### src/rtl/sar_adc_controller.sv
// sar_adc_controller: drives a DAC and reads a comparator to convert, by linear ramp or SAR search,
// publishing a registered result with a one-cycle valid pulse.
module sar_adc_controller #(
  parameter int WIDTH = 8,
  parameter int SETTLE_CYCLES = 1000
) (
  input  logic             clk,
  input  logic             reset,
  input  logic             enable,
  input  logic             successive_approx,
  input  logic             comp_in,
  output logic [WIDTH-1:0] dac_code,
  output logic [WIDTH-1:0] result,
  output logic             result_valid,
  output logic             busy
);
  localparam int BW = WIDTH > 1 ? $clog2(WIDTH) : 1;
  localparam int CW = $clog2(SETTLE_CYCLES);
  localparam logic [CW-1:0] CNT_INIT = CW'(SETTLE_CYCLES - 1);
  localparam logic [BW-1:0] MSB_IDX = BW'(WIDTH - 1);
  localparam logic [WIDTH-1:0] MSB = WIDTH'(1) << (WIDTH - 1);
  typedef enum logic [1:0] {IDLE, SETTLE, DECIDE, DONE} state_t;
  state_t state, state_n;
  logic [CW-1:0] cnt, cnt_n;
  logic [BW-1:0] bit_i, bit_n;
  logic mode, mode_n;
  logic [WIDTH-1:0] code_n, result_n, trial;
  logic [1:0] sync;
  logic comp_s;
  assign comp_s = sync[1];
  assign busy = state == SETTLE || state == DECIDE;
  assign result_valid = state == DONE;
  always_ff @(posedge clk or negedge reset)
    if (!reset) begin
      state    <= IDLE;
      cnt      <= '0;
      bit_i    <= '0;
      mode     <= 1'b0;
      dac_code <= '0;
      result   <= '0;
      sync     <= '0;
    end else begin
      state    <= state_n;
      cnt      <= cnt_n;
      bit_i    <= bit_n;
      mode     <= mode_n;
      dac_code <= code_n;
      result   <= result_n;
      sync     <= {sync[0], comp_in};
    end
  always_comb begin
    state_n  = state;
    cnt_n    = cnt;
    bit_n    = bit_i;
    mode_n   = mode;
    code_n   = dac_code;
    result_n = result;
    trial    = dac_code;
    trial[bit_i] = comp_s;
    if (bit_i != '0) trial[bit_i - 1'b1] = 1'b1;
    case (state)
      IDLE: code_n = '0;
      SETTLE: begin
        state_n = cnt == '0 ? DECIDE : SETTLE;
        cnt_n   = cnt == '0 ? cnt : cnt - 1'b1;
      end
      DECIDE:
        if (mode) begin
          code_n   = trial;
          result_n = bit_i == '0 ? trial : result;
          state_n  = bit_i == '0 ? DONE : SETTLE;
          bit_n    = bit_i == '0 ? bit_i : bit_i - 1'b1;
          cnt_n    = CNT_INIT;
        end else if (!comp_s) begin
          result_n = dac_code == '0 ? '0 : dac_code - 1'b1;
          state_n  = DONE;
        end else if (&dac_code) begin
          // saturation is checked before the increment so the ramp never wraps
          result_n = dac_code;
          state_n  = DONE;
        end else begin
          code_n  = dac_code + 1'b1;
          cnt_n   = CNT_INIT;
          state_n = SETTLE;
        end
      default: ;
    endcase
    if (!enable && state != IDLE) begin
      state_n = IDLE;
      code_n  = '0;
    end else if (enable && (state == IDLE || state == DONE)) begin
      mode_n  = successive_approx;
      code_n  = successive_approx ? MSB : '0;
      bit_n   = MSB_IDX;
      cnt_n   = CNT_INIT;
      state_n = SETTLE;
    end
  end
endmodule

### config.mk
export PLATFORM = sky130hd
export DESIGN_NAME = sar_adc_controller
export DESIGN_NICKNAME = d
export VERILOG_FILES = /design/src/rtl/sar_adc_controller.sv
export SDC_FILE = /design/constraint.sdc
export NUM_CORES = 1
export LEC_CHECK = 0
export BUFFER_PORTS_ARGS = -buffer_cell sky130_fd_sc_hd__buf_2
export CAP_MARGIN = 40
export CORE_ASPECT_RATIO = 0.9
export CORE_MARGIN = 4
export CORE_UTILIZATION = 55
export DETAILED_ROUTE_END_ITERATION = 10
export GPL_ROUTABILITY_DRIVEN = 0
export HOLD_SLACK_MARGIN = 0.08
export PLACE_DENSITY = 0.83
export REMOVE_ABC_BUFFERS = 1
export SLEW_MARGIN = 20
export SYNTH_ARGS = -nofsm -noshare
export SYNTH_HDL_FRONTEND = slang
export SYNTH_SLANG_ARGS = --single-unit
### constraint.sdc
create_clock -name clk -period 3.7 [get_ports clk]
set_clock_uncertainty 0.1 [all_clocks]
set_input_delay 0.185 -clock clk [delete_from_list [all_inputs] [get_ports clk]]
set_output_delay 0.185 -clock clk [all_outputs]
set_load 0.02 [all_outputs]
==> run metrics <==
outcome=complete, no violations; antenna fix cells=0; Yosys cell types=61; depth of the worst register-to-register path=8; cell taking the most area after synthesis=dfrtp_1; Final min period=2920 ps; initial antenna violation count=0; number of port buffers=22; sequential share of the synthesized area=32.5%; Final Total Pwr=0.00124 W; IO Count=23; Placement Setup Slack=909 ps; GRT overflow=0; share of post-route cells with drive strength above 1=12.7%; via density per instance=6.44; Horiz. Die Dim=80.7 µm; Core ar.=4520 µm²; DR WL met3=460 µm; total number of yosys warnings=0; PostCTS Resize Cnt=0; Area growth syn-to-layout=9.13%; Final TNS setup=0 ps; Worst-Margin Slew=813 ps; DRC Markers=0; Initial Util=57.9%; Die Ht=73.4 µm; mapped cell area=2620 µm²; CP max stage delay=830 ps; Pleak=1.19 nW; top cells by area, synth=dfrtp_1, ha_1, o21ai_0, nand2_1, nor2_1; Syn Inst Count=319; clock buffer count from CTS=5; DRT met1 WL=3010 µm; Max rail drop VDD=0.230 mV; TritonRoute pass-1 iters=6; final setup fails=0; first-pass GRT wire length=11100 µm; WP data arrival=2990 ps; final wirelength=6680 µm; Worst R2R End=dac_code[2]; maxcap violations=0; startpoint types=flip-flop; clock sink count=34; unrepaired setup endpoints after global routing=false; Final WS setup=785 ps; DR vias=2531; Slew Limit Fails=0; Clock Tree Root=clkbuf_8; most frequent cells after synthesis=dfrtp_1, nand2_1, nor2_1, o21ai_0, a21oi_1; vias in the first global route=2329; Slew HR=45.8%; Crit. End Element=flip-flop; hold slack final=124 ps; highest routed layer=met4; level count of the clock H-tree=2; Reg clk slew, reported paths=80 ps; Final Cycle Share=78.8%; final hold vios=0; Internal Power=0.000788 W; reg2reg setup slack=780 ps; DP Cell Count=381; FF-to-FF Start=state[1]; power share of the sequential group=42.5%; Worst path top cell family by delay=adder cells; HP Class=in2async; Power Density=433 nW/µm²; post-route ant nets=0; EDFF count, synth=0; CTS tree=built; DR iter-0 viols=398; routed wl met2=3120 µm; CP Data Required Time=3770 ps; Max Fclk=343 MHz; WL/cell=17.0 µm; Synth Flop Type=dfrtp_1; fin nets=344; Net Switching=0.000448 W; top-count cell post-synth=dfrtp_1; pin count of the biggest net entering global routing=35; cell row count=23; register bit total from synthesis=34; share of synthesized registers carrying an async set or reset=100%; DPL Wire Length=4570 µm; Post-CTS Setup Repair Bufs=0; kind of critical path=reg2reg; CTS max path bufs=2; clock network power share=27.4%; slowest CP cell=ha_1; buffer and inverter count on the worst path=2; switching share of power=36.2%; Comb power frac=30.1%; share of the synthesized area in the top cell type=32.5%; Total GRT Usage=23.7%; Critical Path Fanout Max=28; Worst-Skew Late Latency=290 ps; Final Non-Filler Cells=393; CP cell instances=inv_1 > ha_1 > mux2i_1 > or2_1 > o21ai_1 > buf_4 > nor3_1 > a221o_1; die area=5930 µm²; Mapped Avg Cell Area=8.21 µm²
==> flip-flops by register name, indices dropped and copies added, names as in the netlist <==
name and count:
result 8, sync 2, cnt 10, state 2, dac_code 8, bit_i 3
mode 1
==> per-stage QoR <==
step                      cell area [µm²]  utilization, %
after detailed placement             2700            59.8
after floorplan                      2500               -
after global routing                 2860            63.2
after CTS                            2840            62.8
after global placement               2700            59.7
final                                2860            63.2
==> cells by family (layout without fill, tap and decap cells) <==
| kind of cell | Yosys count | in the layout | share of synthesized area, % |
|---|---|---|---|
| simple gates | 121 | 121 | 24.1 |
| compound gates | 98 | 98 | 25.6 |
| buf+inv | 38 | 50 | 6.50 |
| flops | 34 | 34 | 32.5 |
| mux | 11 | 11 | 4.30 |
| fa+ha+maj | 9 | 9 | 4.30 |
| xor+xnor | 8 | 8 | 2.68 |
==> worst max path at each step <==
stage | endpoint | cells after the start | start
after floorplan | dac_code[2] | 7 | state[0]
after global placement | dac_code[2] | 8 | state[0]
after detailed placement | dac_code[2] | 8 | state[1]
after CTS | dac_code[2] | 8 | state[1]
after global routing | dac_code[2] | 8 | state[1]
final | dac_code[2] | 8 | state[1]
==> final cells by class <==
class	count	area, µm²
Clock inverter	1	30.0
Inverter	14	52.6
Tap cell	62	77.6
Fill cell	390	1660
Multi-Input combinational cell	247	1600
Timing Repair Buffer	28	173
Clock buffer	7	76.3
Sequential cell	34	851
==> placed cells by master, fill, tap and decap left out, types with 6 or more instances in the layout <==
cell type,count
mux2i_1,9
o211ai_1,11
nand2b_1,6
dfrtp_1,34
o21ai_0,22
ha_1,9
or3_1,6
nor2b_1,6
nor3_1,16
buf_2,23
nor2_1,27
a31oi_1,6
nand2_1,27
a21oi_1,17
inv_1,13
nand3_1,6
==> routing by layer <==
layer  vias to the layer above  GRT usage [%]
li1                       1201              -
met2                       123           35.9
met3                        13           4.04
met5                         -              0
met4                         0           7.13
met1                      1194           34.6
==> timing repair <==
item | in CTS | in global routing
endpoints found under the setup margin | 0 | 0
endpoints found under the hold margin | 36 | 0
hold buffers | 3 | 0
==> power groups by stage <==
stage,sequential (W),combinational (W),clock [W]
after global placement,0.000524,0.000345,0
final,0.000525,0.000372,0.000339
after global routing,0.000536,0.000411,0.000354
after floorplan,0.000516,0.000258,0
after CTS,0.000523,0.000365,0.000340
after detailed placement,0.000529,0.000359,0
Note: power is estimated with default switching activity, not from simulation.
